`src/rtl/tp3_pwm_pkg.sv`:
```
// Shared types and defaults for the 3-phase PWM gate-driver slice.
// Holds the leg state encoding and the default dead-time counter width.
package tp3_pwm_pkg;

    localparam int TP3_CNT_W = 8;

    typedef enum logic [2:0] {
        S_OFF,
        S_DT_H,
        S_DT_L,
        S_HI,
        S_LO
    } leg_state_e;

endpackage

```
`src/rtl/deadtime_leg.sv`:
```
// One inverter leg: registered command, dead-time FSM, registered H/L gates.
// Latency: cmd edge -> old gate off 2 cycles later, new gate on after dead time; no backpressure.
module deadtime_leg
    import tp3_pwm_pkg::*;
#(
    parameter int CNT_W = TP3_CNT_W
) (
    input  logic             clk,
    input  logic             rst,
    input  logic             run,
    input  logic             cmd,
    input  logic [CNT_W-1:0] dt_load,
    output logic             H,
    output logic             L
);

    localparam logic [CNT_W-1:0] CNT_ONE = CNT_W'(1);

    leg_state_e       state_q, state_d;
    logic [CNT_W-1:0] cnt_q, cnt_d;
    logic             cmd_q, cmd_d;
    logic             h_q, h_d;
    logic             l_q, l_d;

    always_comb begin
        cmd_d   = cmd;
        state_d = state_q;
        cnt_d   = cnt_q;
        case (state_q)
            S_OFF: begin
                if (run) begin
                    state_d = cmd_q ? S_DT_H : S_DT_L;
                    cnt_d   = dt_load;
                end
            end
            S_DT_H: begin
                // A command reversal restarts the full dead interval toward the new side.
                if (!cmd_q) begin
                    state_d = S_DT_L;
                    cnt_d   = dt_load;
                end else if (cnt_q == '0) begin
                    state_d = S_HI;
                end else begin
                    cnt_d = cnt_q - CNT_ONE;
                end
            end
            S_DT_L: begin
                if (cmd_q) begin
                    state_d = S_DT_H;
                    cnt_d   = dt_load;
                end else if (cnt_q == '0) begin
                    state_d = S_LO;
                end else begin
                    cnt_d = cnt_q - CNT_ONE;
                end
            end
            S_HI: begin
                if (!cmd_q) begin
                    state_d = S_DT_L;
                    cnt_d   = dt_load;
                end
            end
            S_LO: begin
                if (cmd_q) begin
                    state_d = S_DT_H;
                    cnt_d   = dt_load;
                end
            end
            default: begin
                state_d = S_OFF;
                cnt_d   = '0;
            end
        endcase
        if (!run) begin
            state_d = S_OFF;
            cnt_d   = '0;
        end
        // Shutdown drops the gates straight away; turn-on always waits for a dead state first.
        h_d = run && (state_q == S_HI);
        l_d = run && (state_q == S_LO);
    end

    always_ff @(posedge clk) begin
        if (rst) begin
            state_q <= S_OFF;
            cnt_q   <= '0;
            cmd_q   <= 1'b0;
            h_q     <= 1'b0;
            l_q     <= 1'b0;
        end else begin
            state_q <= state_d;
            cnt_q   <= cnt_d;
            cmd_q   <= cmd_d;
            h_q     <= h_d;
            l_q     <= l_d;
        end
    end

    assign H = h_q;
    assign L = l_q;

endmodule

```
`src/rtl/deadtime_gate_driver_3ph.sv`:
```
// Six-gate driver for a 3-phase bridge with dead time, enable and latched fault shutdown.
// Latency: Vx -> gates 2 cycles (+dead time on turn-on); fault -> gates off 4 cycles; no backpressure.
module deadtime_gate_driver_3ph
    import tp3_pwm_pkg::*;
#(
    parameter int CNT_W  = TP3_CNT_W,
    parameter int DT_MIN = 2
) (
    input  logic             clk,
    input  logic             rst,
    input  logic             en,
    input  logic             fault,
    input  logic             fault_clr,
    input  logic [CNT_W-1:0] dt_cfg,
    input  logic             Va,
    input  logic             Vb,
    input  logic             Vc,
    output logic             Ha,
    output logic             La,
    output logic             Hb,
    output logic             Lb,
    output logic             Hc,
    output logic             Lc,
    output logic             fault_lat,
    output logic             running
);

    if (DT_MIN < 1) begin : g_dt_min_chk
        $error("DT_MIN must be at least 1");
    end
    if (DT_MIN >= (1 << CNT_W)) begin : g_dt_fit_chk
        $error("DT_MIN does not fit in CNT_W bits");
    end

    localparam logic [CNT_W-1:0] DT_FLOOR = CNT_W'(DT_MIN);
    localparam logic [CNT_W-1:0] CNT_ONE  = CNT_W'(1);

    logic             fault_meta_q, fault_meta_d;
    logic             fault_s_q, fault_s_d;
    logic             fault_lat_q, fault_lat_d;
    logic             running_q, running_d;
    logic [CNT_W-1:0] dt_eff;
    logic [CNT_W-1:0] dt_load;

    always_comb begin
        fault_meta_d = fault;
        fault_s_d    = fault_meta_q;
        // A live fault wins over a clear request in the same cycle.
        fault_lat_d  = fault_lat_q;
        if (fault_s_q) begin
            fault_lat_d = 1'b1;
        end else if (fault_clr) begin
            fault_lat_d = 1'b0;
        end
        running_d = en && !fault_lat_q;
        dt_eff    = (dt_cfg < DT_FLOOR) ? DT_FLOOR : dt_cfg;
        dt_load   = dt_eff - CNT_ONE;
    end

    always_ff @(posedge clk) begin
        if (rst) begin
            fault_meta_q <= 1'b0;
            fault_s_q    <= 1'b0;
            fault_lat_q  <= 1'b0;
            running_q    <= 1'b0;
        end else begin
            fault_meta_q <= fault_meta_d;
            fault_s_q    <= fault_s_d;
            fault_lat_q  <= fault_lat_d;
            running_q    <= running_d;
        end
    end

    assign fault_lat = fault_lat_q;
    assign running   = running_q;

    deadtime_leg #(.CNT_W(CNT_W)) u_leg_a (
        .clk(clk), .rst(rst), .run(running_q), .cmd(Va), .dt_load(dt_load), .H(Ha), .L(La)
    );
    deadtime_leg #(.CNT_W(CNT_W)) u_leg_b (
        .clk(clk), .rst(rst), .run(running_q), .cmd(Vb), .dt_load(dt_load), .H(Hb), .L(Lb)
    );
    deadtime_leg #(.CNT_W(CNT_W)) u_leg_c (
        .clk(clk), .rst(rst), .run(running_q), .cmd(Vc), .dt_load(dt_load), .H(Hc), .L(Lc)
    );

endmodule

```
`config.mk`:
```
export PLATFORM = sky130hd
export DESIGN_NAME = deadtime_gate_driver_3ph
export DESIGN_NICKNAME = d
export VERILOG_FILES = /design/src/rtl/tp3_pwm_pkg.sv /design/src/rtl/deadtime_leg.sv /design/src/rtl/deadtime_gate_driver_3ph.sv
export SDC_FILE = /design/constraint.sdc
export NUM_CORES = 1
export LEC_CHECK = 0
export ABC_AREA = 1
export BUFFER_PORTS_ARGS = -buffer_cell sky130_fd_sc_hd__buf_4
export CELL_PAD_IN_SITES_DETAIL_PLACEMENT = 1
export CELL_PAD_IN_SITES_GLOBAL_PLACEMENT = 1
export CORE_MARGIN = 2
export CORE_UTILIZATION = 36
export CTS_CLUSTER_SIZE = 12
export DETAILED_ROUTE_END_ITERATION = 7
export PLACE_DENSITY = 0.79
export SKIP_CTS_REPAIR_TIMING = 1
export SLEW_MARGIN = 20
export SYNTH_ARGS = -nofsm -noshare
export SYNTH_HDL_FRONTEND = slang
export SYNTH_HIERARCHICAL = 1
export SYNTH_SLANG_ARGS = --single-unit
```
`constraint.sdc`:
```
create_clock -name clk -period 6.52 [get_ports clk]
set_clock_uncertainty 0.2 [all_clocks]
set_input_delay 1.956 -clock clk [delete_from_list [all_inputs] [get_ports clk]]
set_output_delay 1.956 -clock clk [all_outputs]
set_load 0.02 [all_outputs]
```
==> results.toml <==
[placed_design]
place.gp.congestion = 0.903
io_buffers = 23
detailedPlacementHpwl_um = 6800

[critical_path]
path_class = "input port to register"
crit_path_top_delay_cell = "sky130_fd_sc_hd__xor2_1"
critical_path.max_stage_delay_ps = 300
rr_startpoint = "u_leg_b/cnt_q[0]$_SDFFE_PP0P_"
critical_path.endpoint = "u_leg_b/cnt_q[4]$_SDFFE_PP0P_"
critical_path.cell_chain = "buf_4 -> nor2_1 -> nand2_2 -> nor2_4 -> nor2_2 -> inv_1 -> ha_1 -> nand2_1 -> xor2_1 -> nand2_1 -> o21ai_1 -> nand2_1 -> a21oi_1"
r2r_slack_ps = 4730
startpoint_type = "input port"
setup.worst_path.start = "dt_cfg[5]"
critical_path_peak_fanout = 4
path_common_cell = "sky130_fd_sc_hd__nand2_1"
critical_path_depth = 13
worst_ep_arrival_time_ps = 3700
cp_num_buf_inv = 2
r2r_cells = 10
cp_data_required_time_ps = 6560
rr_endpoint = "u_leg_b/state_q[2]$_SDFFE_PP0P_"
crit_path_end_kind = "register"
kind_of_cell_adding_the_most_delay_to_the_critical_path = "simple AND/OR/NAND/NOR gates"

[cells_and_area]
num-nets-final = 540
diodes = 0
syn_to_final_growth_pct = 13.6
post-route-util_pct = 41.9
final_layout_size_suffix_gt1_share_pct = 15.6

[floorplan]
io-pin-count = 24
floorplan.die.height_um = 95.5
die_w_um = 95.5
starting_density_pct = 36.9
design.die.area_um2 = 9120
core_um2 = 8180
rows = 33

[routing]
drt_wl_total_um = 8490
drt_iter0_markers = 92
route.vias.total = 3098
route.detailed.drc = 0
drt-wirelength-per-cell_um = 13.6
antenna_left = 0
drt_pre_antenna_iters = 4
drt-vias-per-instance = 4.97

[global_route]
grt_start_max_net_pins = 16
grt_overflow_total = 0
grt_pass1_vias = 3162
antenna_found_initial = 0
grt_pass1_wl_um = 14300
globalRouteTotalUtil_pct = 19.8

[run]
drv.max_cap_violation_count = 0

[yosys]
number_of_synthesized_register_bits = 46
ys.warnings.count = 6
async_reset_ff_share_pct = 0
proportion_of_synthesized_chip_area_in_sequential_cells_pct = 30.6
synthCells = 489
synth_enable_flop_cells = 0
synth.avg_cell_area_um2 = 6.16
synth_net_count = 512
netlist_cell_types = 37
synth.cell_area_um2 = 3010
dominantRegCellSynth = "sky130_fd_sc_hd__dfxtp_1"

[clock_tree]
cts_htree_levels = 2
clk_transition_reported_paths_ps = 100
clk_latency_ps = 310
clk_path_buf_depth = 2
cts.sink_count = 46
clock_tree_from_tritoncts = "built"
cts_made_buffers = 5
root_buffer = "sky130_fd_sc_hd__clkbuf_8"

[outcome]
run_status = "complete, no violations"

[timing]
achievable-frequency_mhz = 273
layout_worst_path_cycle_share_pct = 56.2
final-max-slew-violation-count = 0
tns_ps = 0
least_margin_pin_slew_ps = 491
setup_viols_final = 0
layout_min_cycle_time_ps = 3660
max-slew-margin-rel_pct = 66.8
rsz_0062_raised_after_global_routing = "false"
final-hold-violation-count = 0

[power]
vdd_ir_drop_max_mv = 0.0820
p_leak_nw = 1.68
power-per-cell-area_nw_per_um2 = 188

[worst_hold_path]
hold_path.startpoint = "fault_meta_q$_SDFF_PP0_"
min_path_type = "register to register"
[placed cells by master (no fill, tap or decap), drive strengths merged]
master	Yosys	routed
a21o	1	1
a21oi	30	30
a31oi	2	2
a41oi	1	1
and2	2	2
buf	0	23
bufinv	0	1
clkbuf	2	5
clkinv	3	3
clkinvlp	0	2
dfxtp	46	46
ha	7	7
inv	71	71
nand2	175	175
nand3	28	28
nand3b	1	1
nand4	5	5
nor2	67	67
nor3	5	5
nor3b	1	1
nor4	1	1
o21ai	31	31
o21bai	1	1
o22ai	1	1
xnor2	2	2
xor2	6	6
[worst min-delay path by stage]
stage,to,cells after the start
floorplan,fault_s_q$_SDFF_PP0_,2
global placement,fault_s_q$_SDFF_PP0_,2
detailed placement,fault_s_q$_SDFF_PP0_,2
CTS,fault_s_q$_SDFF_PP0_,2
global route,fault_s_q$_SDFF_PP0_,2
finish,fault_s_q$_SDFF_PP0_,2
[layer usage]
| layer | up-vias | wire (um) | track usage [%] |
|---|---|---|---|
| li1 | 1584 | - | - |
| met3 | 5 | 230 | 3.64 |
| met5 | - | 0 | 0 |
| met1 | 1478 | 3920 | 23.5 |
| met2 | 31 | 4280 | 37.4 |
| met4 | 0 | 57 | 3.57 |
[layout make-up]
cell class | count | area (um^2)
fill | 1122 | 4750
multi-input combinational | 367 | 1800
inverter | 74 | 287
timing repair buffer | 23 | 173
clock inverter | 3 | 45.0
tap | 105 | 131
clock buffer | 5 | 68.8
sequential | 46 | 921
[per-stage QoR]
stage	instances	hold slack [ps]	worst slack (ps)	total power, mW	area, um^2
2_1_floorplan	489	188	3030	0.391	3010
3_3_place_gp	615	195	2720	0.422	3310
3_5_place_dp	615	198	2600	0.428	3310
4_1_cts	623	202	2840	0.655	3420
5_1_grt	623	231	2740	0.683	3420
6_report	623	198	2860	0.642	3420
[sequential cells by signal, indices dropped and copies added (netlist names), 3 cells and up]
register         cells
u_leg_a/cnt_q        8
u_leg_b/cnt_q        8
u_leg_c/cnt_q        8
u_leg_a/state_q      3
u_leg_b/state_q      3
u_leg_c/state_q      3
[Yosys cell counts, drive strengths merged (2+ instances only)]
cell,n,area [um^2]
nor2,67,307
dfxtp,46,921
xor2,6,52.6
ha,7,87.6
nand2,175,699
and2,2,12.5
nand4,5,31.3
nand3,28,150
xnor2,2,17.5
o21ai,31,185
a31oi,2,12.5
clkbuf,2,7.51
clkinv,3,17.5
inv,71,269
nor3,5,30.0
a21oi,30,158
[cells by family after synthesis]
group | Yosys count | share of synthesized area, %
fa+ha+maj | 7 | 2.91
xor+xnor | 8 | 2.33
simple gates | 285 | 41.5
compound gates | 67 | 12.9
buf+inv | 76 | 9.76
flops | 46 | 30.6
[report_power, final]
group          internal (mW)  switching (mW)
logic                 0.0437          0.0789
clock network          0.114           0.107
registers              0.289         0.00915
[worst reg2reg max path, stage by stage, from the launching register on]
cell,delay [ps]
sky130_fd_sc_hd__dfxtp_1,340
sky130_fd_sc_hd__inv_1,120
sky130_fd_sc_hd__ha_1,160
sky130_fd_sc_hd__inv_1,40
sky130_fd_sc_hd__nor2_1,90
sky130_fd_sc_hd__nand2_1,130
sky130_fd_sc_hd__nand2_2,160
sky130_fd_sc_hd__inv_2,80
sky130_fd_sc_hd__nor2_2,180
sky130_fd_sc_hd__nand3_1,110
sky130_fd_sc_hd__a21oi_1,130
Note: power is estimated with default switching activity, not from simulation.
